[config.mk]
export PLATFORM = sky130hd
export DESIGN_NAME = can_bit_sampler
export DESIGN_NICKNAME = d
export VERILOG_FILES = /design/src/rtl/can_pkg.sv /design/src/rtl/can_rx_sync.sv /design/src/rtl/can_bit_sampler.sv
export SDC_FILE = /design/constraint.sdc
export NUM_CORES = 1
export LEC_CHECK = 0
export CAP_MARGIN = 20
export CORE_UTILIZATION = 41
export DETAILED_ROUTE_END_ITERATION = 8
export PLACE_DENSITY = 0.68
export SLEW_MARGIN = 20
export SYNTH_ARGS = -nofsm -noshare
export SYNTH_HDL_FRONTEND = slang
export SYNTH_SLANG_ARGS = --single-unit
export TNS_END_PERCENT = 20
[constraint.sdc]
create_clock -name clk -period 2.2 [get_ports clk]
set_input_delay 0.55 -clock clk [delete_from_list [all_inputs] [get_ports clk]]
set_output_delay 0.55 -clock clk [all_outputs]
set_load 0.01 [all_outputs]
[src/rtl/can_pkg.sv]
// Shared CAN definitions: sampler states, bus levels and bit-timing helpers
// used by both the receive sampler and the transmitter.
package can_pkg;

    typedef enum logic [2:0] {
        ST_INTEGRATE,
        ST_IDLE,
        ST_SOF_CHK,
        ST_RECEIVE,
        ST_INTERMISSION
    } sampler_state_t;

    localparam logic CAN_RECESSIVE = 1'b1;
    localparam logic CAN_DOMINANT  = 1'b0;

    function automatic int can_bit_clks(input int clk_mhz, input int rate_kbits);
        return (clk_mhz * 1000) / rate_kbits;
    endfunction

    function automatic int can_sample_clks(input int bit_clks, input int pct);
        return (bit_clks * pct) / 100;
    endfunction

endpackage

[src/rtl/can_rx_sync.sv]
// Two-flop synchronizer for the raw CAN Rx pin plus falling-edge detect on
// the synchronised level. Resets to recessive so reset never looks like SOF.
module can_rx_sync
    import can_pkg::*;
(
    input  logic clk,
    input  logic rst_n,
    input  logic rx,
    output logic rx_s,
    output logic fall
);

    logic rx_m;
    logic rx_d;

    always_ff @(posedge clk or negedge rst_n) begin
        if (!rst_n) begin
            rx_m <= CAN_RECESSIVE;
            rx_s <= CAN_RECESSIVE;
            rx_d <= CAN_RECESSIVE;
        end else begin
            rx_m <= rx;
            rx_s <= rx_m;
            rx_d <= rx_s;
        end
    end

    assign fall = rx_d & ~rx_s;

endmodule

[src/rtl/can_bit_sampler.sv]
// CAN receive bit sampler: bus integration, SOF hard sync and per-bit sampling.
// Optional soft resynchronisation within a frame when CAN_SOFT_RESYNC_EN is defined.
//   state        | meaning
//   INTEGRATE    | after reset, waiting for idle_bits recessive samples
//   IDLE         | bus idle, falling edge hard-syncs
//   SOF_CHK      | confirm SOF is still dominant at the sample point
//   RECEIVE      | sampling frame bits while sample_en is high
//   INTERMISSION | waiting for intermission_bits recessive samples
module can_bit_sampler
    import can_pkg::*;
#(
    parameter int clk_speed_MHz      = 100,
    parameter int can_bit_rate_Kbits = 1000,
    parameter int sample_point_pct   = 75,
    parameter int sjw_clks           = 10,
    parameter int idle_bits          = 11,
    parameter int intermission_bits  = 3
) (
    input  logic clk,
    input  logic rst_n,
    input  logic rx,
    input  logic sample_en,
    output logic sof,
    output logic din,
    output logic dvalid,
    output logic bus_idle
);

    localparam int BP   = can_bit_clks(clk_speed_MHz, can_bit_rate_Kbits);
    localparam int SP   = can_sample_clks(BP, sample_point_pct);
    localparam int TQW  = $clog2(BP);
    localparam int CNTW = $clog2(idle_bits + intermission_bits + 1);

    localparam logic [TQW-1:0]  TQ_LAST  = TQW'(BP - 1);
    localparam logic [TQW-1:0]  TQ_SMP   = TQW'(SP - 1);
    localparam logic [TQW-1:0]  TQ_ONE   = TQW'(1);
    localparam logic [CNTW-1:0] IDLE_CNT = CNTW'(idle_bits);
    localparam logic [CNTW-1:0] IMS_CNT  = CNTW'(intermission_bits);

    if ((BP * can_bit_rate_Kbits != clk_speed_MHz * 1000) ||
        (sjw_clks >= SP) || (sjw_clks >= BP - SP)) begin : g_bad_timing
        $error("can_bit_sampler: inconsistent bit timing parameters");
    end

    logic           rx_s;
    logic           fall;
    sampler_state_t state, state_nxt;
    logic [TQW-1:0]  tq, tq_nxt, tq_run;
    logic [CNTW-1:0] rcnt, rcnt_nxt, rcnt_tgt;
    logic           sof_nxt, dvalid_nxt, din_nxt;
    logic           smp;
    logic           rs_hit;
    logic [TQW-1:0]  rs_tq;

    can_rx_sync u_sync (
        .clk   (clk),
        .rst_n (rst_n),
        .rx    (rx),
        .rx_s  (rx_s),
        .fall  (fall)
    );

    assign smp      = (tq == TQ_SMP);
    assign tq_run   = (tq == TQ_LAST) ? '0 : tq + TQ_ONE;
    assign rcnt_tgt = (state == ST_INTEGRATE) ? IDLE_CNT : IMS_CNT;

`ifdef CAN_SOFT_RESYNC_EN
    localparam logic [TQW-1:0] SJW_TQ    = TQW'(sjw_clks);
    localparam logic [TQW-1:0] SP_TQ     = TQW'(SP);
    localparam logic [TQW-1:0] EARLY_LIM = TQW'(BP - sjw_clks);

    logic prev_bit;
    logic rs_done;

    // Late edges stretch the bit, early edges shorten it, both bounded by SJW.
    always_comb begin
        rs_hit = 1'b0;
        rs_tq  = tq_run;
        if (state == ST_RECEIVE && fall && prev_bit == CAN_RECESSIVE &&
            !rs_done && tq != '0) begin
            rs_hit = 1'b1;
            if (tq < SP_TQ)
                rs_tq = (tq > SJW_TQ) ? tq - SJW_TQ : '0;
            else if (tq >= EARLY_LIM)
                rs_tq = '0;
            else
                rs_tq = tq + SJW_TQ;
        end
    end

    always_ff @(posedge clk or negedge rst_n) begin
        if (!rst_n) begin
            prev_bit <= CAN_RECESSIVE;
            rs_done  <= 1'b0;
        end else begin
            if (smp && (state == ST_SOF_CHK || state == ST_RECEIVE))
                prev_bit <= rx_s;
            if (state != ST_RECEIVE)
                rs_done <= 1'b0;
            else if (rs_hit)
                rs_done <= 1'b1;
            else if (smp)
                rs_done <= 1'b0;
        end
    end
`else
    assign rs_hit = 1'b0;
    assign rs_tq  = '0;
`endif

    always_comb begin
        state_nxt  = state;
        tq_nxt     = tq_run;
        rcnt_nxt   = rcnt;
        sof_nxt    = 1'b0;
        dvalid_nxt = 1'b0;
        din_nxt    = din;
        case (state)
            ST_INTEGRATE, ST_INTERMISSION: begin
                if (smp) begin
                    if (rx_s == CAN_RECESSIVE) begin
                        if (rcnt + CNTW'(1) == rcnt_tgt) begin
                            state_nxt = ST_IDLE;
                            rcnt_nxt  = '0;
                        end else begin
                            rcnt_nxt = rcnt + CNTW'(1);
                        end
                    end else begin
                        rcnt_nxt = '0;
                    end
                end
            end
            ST_IDLE: begin
                // The edge cycle itself counts as tq 0.
                if (fall) begin
                    tq_nxt    = TQ_ONE;
                    state_nxt = ST_SOF_CHK;
                end
            end
            ST_SOF_CHK: begin
                if (smp) begin
                    if (rx_s == CAN_DOMINANT) begin
                        sof_nxt    = 1'b1;
                        dvalid_nxt = 1'b1;
                        din_nxt    = CAN_DOMINANT;
                        state_nxt  = ST_RECEIVE;
                    end else begin
                        state_nxt = ST_IDLE;
                    end
                end
            end
            ST_RECEIVE: begin
                if (rs_hit)
                    tq_nxt = rs_tq;
                if (smp) begin
                    if (sample_en) begin
                        dvalid_nxt = 1'b1;
                        din_nxt    = rx_s;
                    end else begin
                        state_nxt = ST_INTERMISSION;
                        rcnt_nxt  = '0;
                    end
                end
            end
            default: state_nxt = ST_INTEGRATE;
        endcase
    end

    always_ff @(posedge clk or negedge rst_n) begin
        if (!rst_n) begin
            state    <= ST_INTEGRATE;
            tq       <= '0;
            rcnt     <= '0;
            sof      <= 1'b0;
            dvalid   <= 1'b0;
            din      <= CAN_RECESSIVE;
            bus_idle <= 1'b0;
        end else begin
            state    <= state_nxt;
            tq       <= tq_nxt;
            rcnt     <= rcnt_nxt;
            sof      <= sof_nxt;
            dvalid   <= dvalid_nxt;
            din      <= din_nxt;
            bus_idle <= (state_nxt == ST_IDLE);
        end
    end

endmodule

# Yosys cells after proc, flatten, opt, wreduce, memory -nomap -nowiden
# Cells that the tools add are included.
dict set report totals {
  reg_bits 21
  latch_bits 0
  mem_bits_rw 0
  rom_bits 0
  out_inout_bits 4
  n_memories 0
}
dict set report op_classes {
  addsub 2
  n_mul 0
  div 0
  n_lt_le_gt_ge 0
  eq_ne 14
  shift 0
  mux 30
  bitwise_logic 2
  n_reduce_logical 6
}
# cell n
set op_table {}
lappend op_table {{4-bit two-way mux} 6}
lappend op_table {{3-bit two-way mux} 7}
lappend op_table {{7-bit two-way mux} 3}
lappend op_table {{7-bit equality test (second input constant)} 2}
lappend op_table {{2-bit != test (second input constant)} 6}
lappend op_table {{3-bit one-hot mux with 4 select lines} 1}
lappend op_table {{1-bit two-way mux} 9}
lappend op_table {{4-bit one-hot mux with 2 select lines} 1}
lappend op_table {{7-bit by 1-bit adder with 7-bit output (second input constant)} 1}
lappend op_table {{3-bit by 1-bit equality test with 1-bit output (second input constant)} 2}
lappend op_table {{3-bit by 2-bit equality test with 1-bit output (second input constant)} 2}
lappend op_table {{5-bit AND reduction} 1}
lappend op_table {{4-bit by 1-bit adder with 4-bit output (second input constant)} 1}
lappend op_table {{4-bit equality test} 1}
lappend op_table {{1-bit one-hot mux with 2 select lines} 2}
lappend op_table {{4-bit AND reduction} 1}
lappend op_table {{2-bit nonzero test} 2}
lappend op_table {{3-bit equality test (second input constant)} 1}
lappend op_table {{3-bit zero test} 1}
lappend op_table {{2-bit two-way mux} 1}
lappend op_table {{2-bit OR reduction} 1}
lappend op_table {{1-bit AND} 1}
lappend op_table {{1-bit inverter} 1}

# Longest topological paths before layout
# Gate-level depths: netlist of run 1.
dict set report logic_depth {
  ltp_word 8
  mapped_depth 6
}

# By module
# A second synthesis of run 1 with hierarchy kept.
dict set report hier_totals {
  cells_unflattened 108
  area_unflattened_um2 1102.3
}
# mod instances cells_each area_each_um2 seq_area_each_um2
set modules_own_cells {}
lappend modules_own_cells {can_bit_sampler 1 104 1009.7 451.7}
lappend modules_own_cells {can_rx_sync 1 4 92.6 78.8}

# Worst setup path before layout of run 1
# OpenSTA, ideal clock, no wires.
dict set report synth_path {
  kind {reg-to-reg}
  from {register tq[0]}
  to {register bus_idle}
  setup_ps 66
  t_arrival_ps 1469
  required_time_ps 2134
  setup_slack_ps 665
  path_stages_with_launch 7
  period_less_slack_ps 1535
  cell_sequence {dfrtp_1 inv_1 ha_1 and3b_1 a21oi_1 a2111oi_0 o21ba_1}
}
dict set report synth_between {
  elab_chain_cells 4
  elab_cells_between_ends 6
  cone_classes {eq/ne: 2; mux: 4}
}
# item line
set synth_rtl {}
lappend synth_rtl {{from (decl)} can_bit_sampler.sv:48} ;# logic [TQW-1:0] tq, tq_nxt, tq_run;
lappend synth_rtl {{from (signal assigned)} can_bit_sampler.sv:180} ;# tq <= tq_nxt;
lappend synth_rtl {{7-bit equality test (*)} can_bit_sampler.sv:63} ;# assign smp = (tq == TQ_SMP);
lappend synth_rtl {{3-bit two-way mux (on tied branches)} {can_bit_sampler.sv:155, can_bit_sampler.sv:120, can_bit_sampler.sv:141}}
lappend synth_rtl {{3-bit one-hot mux with 4 select lines (*)} can_bit_sampler.sv:118} ;# case (state)
lappend synth_rtl {{3-bit by 1-bit equality test with 1-bit output (*)} can_bit_sampler.sv:185} ;# bus_idle <= (state_nxt == ST_IDLE);
lappend synth_rtl {{to (signal assigned)} can_bit_sampler.sv:185}
lappend synth_rtl {{to (decl)} can_bit_sampler.sv:26} ;# output logic bus_idle
# Every way passes the cells marked *; elsewhere a longest branch is shown, timed or not.
# A chain may end at the register's enable or synchronous reset.

# Worst setup path after layout of run 1
dict set report layout_path {
  from {register din}
  to {output port din}
}
# item line
set layout_lines {}
lappend layout_lines {{from (decl)} can_bit_sampler.sv:24} ;# output logic din,
lappend layout_lines {{from (signal assigned)} can_bit_sampler.sv:184} ;# din <= din_nxt;
# No word-level cell between the ends.

==> results.cfg, run 1 <==
[worst_setup_path]
arrival_ns = 1.37
required_ns = 1.65
worstSetupPathType = flop to primary output
path_buf_inv = 1
cp_top_family = flip-flops
cp_slowest_cell = dfstp_2
worstPathCellList = clkdlybuf4s50_1
critPathCaptureType = primary output
max_stage_delay_ns = 0.54
crit_path_start_kind = flop
path_max_fanout = 2

[synthesis]
syn_avg_cell_area_um2 = 10.6
synthArstFlopShare_pct = 100
synth_cell_types = 37
synth_ff_type = dfrtp_1
ys_ff_latch = 21
syn-instance-count = 105
ys_seq_area_share_pct = 47.7
synth-edff-count = 0
syn_nets = 113
syn_area_um2 = 1110
yosysWarnings = 0

[outcome]
outcome = finished, final reports clean

[drt]
wl_per_cell_um = 12.8
dr.pass1.iters = 4
route.vias.total = 798
vias_per_cell = 5.50
drt_iter0_drc = 20
drc = 0
wl_um = 1860
ant_nets = 0

[timing]
period_share_pct = 87.2
tns_ns = 0
fin_crit_ns = 1.92
worst_pin_slew_ns = 0.525
finClkSkew_ns = 0.00656
hold_violations = 0
maxSlewViolCount = 0
fmax_ghz = 0.521
max_slew_margin_pct = 64.5
setup_viol = 0
rsz0062_at_grt = false
holdWs_ns = 0.362

[floorplan]
die_x_um = 54.1
rows = 18
dieArea_um2 = 2930
core_um2 = 2520
initial_core_util_pct = 44.1
dieHeight_um = 54.1
ios = 8

[clock_network]
clkTransAtPathRegs_ns = 0.11
cts_root_buffer = clkbuf_4
cts_buffers = 3
ctsResizeCount = 0
cts_setup_buffers = 0
cts_tree = yes
cts.sinks = 21
htreeDepth = 1
cts_buffer_depth = 2
clkLatencyLatePin_ns = 0.30
hold_buffers = 0

[global_routing]
antenna_found_initial = 0
grt_usage_pct = 15.6
grt_pass1_vias = 718
grt_first_pass_wirelength_um = 3180
grt.overflow.total = 0
grt_max_degree = 22

[power_and_ir_drop]
powerDensity_nw_per_um2 = 490
total_leakage_power_uw = 0.000522
ir_worst_vdd_mv = 0.414

[placed_design]
dpl.cell_count = 141
port_buffers = 7
place_congestion = 0.745
dp_hpwl_um = 1410

[cells_and_area]
top_regs = tq (7), rcnt (4), state (3)
top_register = tq
mostFrequentLayoutCells = dfrtp_1, nor2_1, nand2_1
area_delta_synth_final_pct = 9.56
fin_nets = 124
n_antenna_cell = 0
instances_no_fill = 145
nFillCells = 240
seqCellArea_um2 = 531
drive_gt1_share_pct = 12.2
layout_commonest_cell = dfrtp_1
largest_reg_flops = 7
multi_input_area_um2 = 524

[hold_path]
hold_path.class = flop to flop

[job]
cap_viol_max_count = 0
-- metrics by stage --
step	total power (µW)	worst slack (ns)	util, %	cell area, µm²
after floorplan	412	0.665	-	1110
after global placement	423	0.234	47.3	1190
after detailed placement	424	0.186	47.3	1190
after CTS	609	0.266	48.3	1220
after global routing	629	0.230	48.3	1220
final	597	0.282	48.3	1220
-- cell families after synthesis --
group	count (synthesis)	share of synthesized area (%)
AOI/OAI and AO/OA	21	15.0
xor gates and xnor gates	8	6.30
adders and majority gates	4	4.50
buffers and inverters	7	5.17
DFF	21	47.7
and+or+nand+nor	44	21.4
-- where the power goes --
part | switching, µW | internal [µW] | total (µW)
logic | 12.3 | 9.44 | 21.8
clock network | 110 | 70.6 | 181
registers | 3.07 | 391 | 394
-- path summary, 6_finish.rpt --
check | startpoint | end | slack (ns) | cells past startpoint
worst max register to register | tq[0] | bus_idle | 0.47 | 6
worst max-delay path | din | din | 0.28 | 1
min in group asynchronous | rst_n | rcnt[1] | 0.58 | 2
worst min register to register | u_sync.rx_m | u_sync.rx_s | 0.36 | 0
max in group asynchronous | rst_n | u_sync.rx_s | 1.34 | 2
worst min-delay path | u_sync.rx_m | u_sync.rx_s | 0.36 | 0
-- layer usage --
metal / vias to the layer above / global-route usage, % / share of wire (%)
li1: 392 / - / -
met1: 396 / 20.3 / 47
met2: 8 / 24.9 / 49
met3: 2 / 5.08 / 2.9
met4: 0 / 3.85 / 0.48
met5: - / 0 / 0
-- cell usage after synthesis (2+ instances only) --
library cell / count / area, µm²
a21oi_1: 4 / 20.0
dfrtp_1: 17 / 425
dfstp_2: 4 / 105
ha_1: 4 / 50.1
inv_1: 4 / 15.0
nand2_1: 9 / 33.8
nand2b_1: 4 / 25.0
nand3_1: 6 / 30.0
nor2_1: 12 / 45.0
nor3_1: 2 / 10.0
o211ai_1: 2 / 15.0
o21ai_0: 5 / 25.0
o22ai_1: 2 / 12.5
xnor2_1: 6 / 52.6
xor2_1: 2 / 17.5
-- area by class of cell --
type                       instances  area share, %
timing repair buffer               9           6.98
tap                               30           3.08
clock buffer                       4           2.16
multi-input combinational         77           43.0
sequential                        21           43.5
inverter                           4           1.23
Note: power is estimated with default switching activity, not from simulation.
==> run 2: changes to the inputs <==
--- a/config.mk
+++ b/config.mk
@@ -12,5 +12,6 @@
 export SLEW_MARGIN = 20
 export SYNTH_ARGS = -nofsm -noshare
 export SYNTH_HDL_FRONTEND = slang
+export SYNTH_HIERARCHICAL = 1
 export SYNTH_SLANG_ARGS = --single-unit
 export TNS_END_PERCENT = 20
==> results.cfg, run 2 <==
[cells_and_area]
multi_input_area_um2 = 534
n_antenna_cell = 0
layout_commonest_cell = dfrtp_1
largest_reg_flops = 7
finalInstanceArea_um2 = 1240
nFillCells = 217
drive_gt1_share_pct = 13.6
top_regs = tq (7), rcnt (4), state (3)
mostFrequentLayoutCells = dfrtp_1, nor2_1, nand2_1
fin_nets = 127
seqCellArea_um2 = 531
area_delta_synth_final_pct = 12.3
top_register = tq

[synthesis]
synth_ff_type = dfrtp_1
ys_ff_latch = 21
syn_nets = 116
synthMostInstantiatedCell = dfrtp_1
syn_area_um2 = 1100
yosysWarnings = 6
syn-instance-count = 108
ys_seq_area_share_pct = 48.1
syn_avg_cell_area_um2 = 10.2
synth-edff-count = 0
synth_top_area_share_pct = 38.6
ys_top_cells_by_area = dfrtp_1, dfstp_2, ha_1
synth_common_cells = dfrtp_1, nor2_1, nand2_1, inv_1, nand3_1
synth_top_cell_by_area = dfrtp_1
synth_cell_types = 38
synthArstFlopShare_pct = 100

[worst_setup_path]
crit_path_start_kind = flop
cp_slowest_cell = dfstp_2
path_max_fanout = 2
worstSetupPathType = flop to primary output
critPathCaptureType = primary output
worstPathCellList = clkdlybuf4s50_1
arrival_ns = 1.37
path_buf_inv = 1
cp_top_family = flip-flops
max_stage_delay_ns = 0.54
required_ns = 1.65
r2r_cells = 6
cp.depth = 1

[placed_design]
dp_hpwl_um = 1400
place_congestion = 0.781
port_buffers = 7
dpl-instance-area_um2 = 1210

[clock_network]
hold_buffers = 0
cts.sinks = 21
cts_tree = yes
clkTransAtPathRegs_ns = 0.12
cts_buffer_depth = 2
cts_buffers = 3
htreeDepth = 1
clkLatencyLatePin_ns = 0.31
cts_root_buffer = clkbuf_4
ctsResizeCount = 0
cts_setup_buffers = 0

[drt]
drc = 0
vias_per_cell = 5.43
ant_nets = 0
drt_iter0_drc = 11
wl_per_cell_um = 13.1
dr.pass1.iters = 4
wl_um = 1930
route.vias.total = 804

[power_and_ir_drop]
total_leakage_power_uw = 0.000545
powerDensity_nw_per_um2 = 488
ir_worst_vdd_mv = 0.236

[floorplan]
dieArea_um2 = 2900
rows = 18
initial_core_util_pct = 44.1
dieHeight_um = 53.9
die_x_um = 53.9
ios = 8
core_um2 = 2500

[timing]
rsz0062_at_grt = false
hold_violations = 0
fmax_ghz = 0.520
finClkSkew_ns = 0.00293
holdWs_ns = 0.364
tns_ns = 0
worst_pin_slew_ns = 0.452
period_share_pct = 87.4
setup_viol = 0
max_slew_margin_pct = 69.8
fin_crit_ns = 1.92
maxSlewViolCount = 0

[outcome]
outcome = finished, final reports clean

[hold_path]
hold_path.class = flop to flop
hold_depth = 0

[job]
cap_viol_max_count = 0

[global_routing]
grt_usage_pct = 16.3
grt.overflow.total = 0
grt_first_pass_wirelength_um = 3330
antenna_found_initial = 0
grt_max_degree = 22
grt_pass1_vias = 770
-- run 2: stage by stage --
step	utilization, %	std cells	total power, µW	worst slack (ns)
final	49.5	148	604	0.278
after global routing	49.5	148	641	0.213
after CTS	49.5	148	615	0.262
after detailed placement	48.4	144	425	0.234
after global placement	48.4	144	425	0.247
after floorplan	-	108	407	0.708
-- run 2: kinds of logic after synthesis --
| logic type | synth area share, % |
|---|---|
| simple gates | 23.2 |
| flops | 48.1 |
| compound gates | 14.4 |
| buf+inv | 3.40 |
| xor+xnor | 6.36 |
| fa+ha+maj | 4.54 |
-- run 2: cell type report --
type,instances,area share [%]
Timing Repair Buffer,9,6.88
Clock inverter,1,0.404
Sequential cell,21,42.9
Multi-Input combinational cell,78,43.2
Clock buffer,3,1.82
Tap cell,30,3.03
Inverter,6,1.82
-- run 2: path summary, 6_finish.rpt --
| check | startpoint | endpoint | slack [ns] |
|---|---|---|---|
| worst max-delay path | din | din | 0.28 |
| worst min-delay path | u_sync/rx_m | u_sync/rx_s | 0.36 |
| worst max register to register | tq[0] | bus_idle | 0.57 |
| worst min register to register | u_sync/rx_m | u_sync/rx_s | 0.36 |
| max in group asynchronous | rst_n | u_sync/rx_s | 1.36 |
| min in group asynchronous | rst_n | sof | 0.56 |
-- run 2: routing by layer --
layer | GRT usage [%] | up-vias | share of wire [%]
li1 | - | 395 | -
met1 | 21.3 | 383 | 49
met2 | 24.5 | 21 | 45
met3 | 3.95 | 5 | 4.4
met4 | 9.21 | 0 | 1.6
met5 | 0 | - | 0
-- run 2: report_power, final --
group          switching [µW]  internal, µW  leakage [µW]  total, µW
registers                3.52           391      0.000249        395
logic                    12.6          10.4      0.000278       23.0
clock network             119          67.9     0.0000177        187
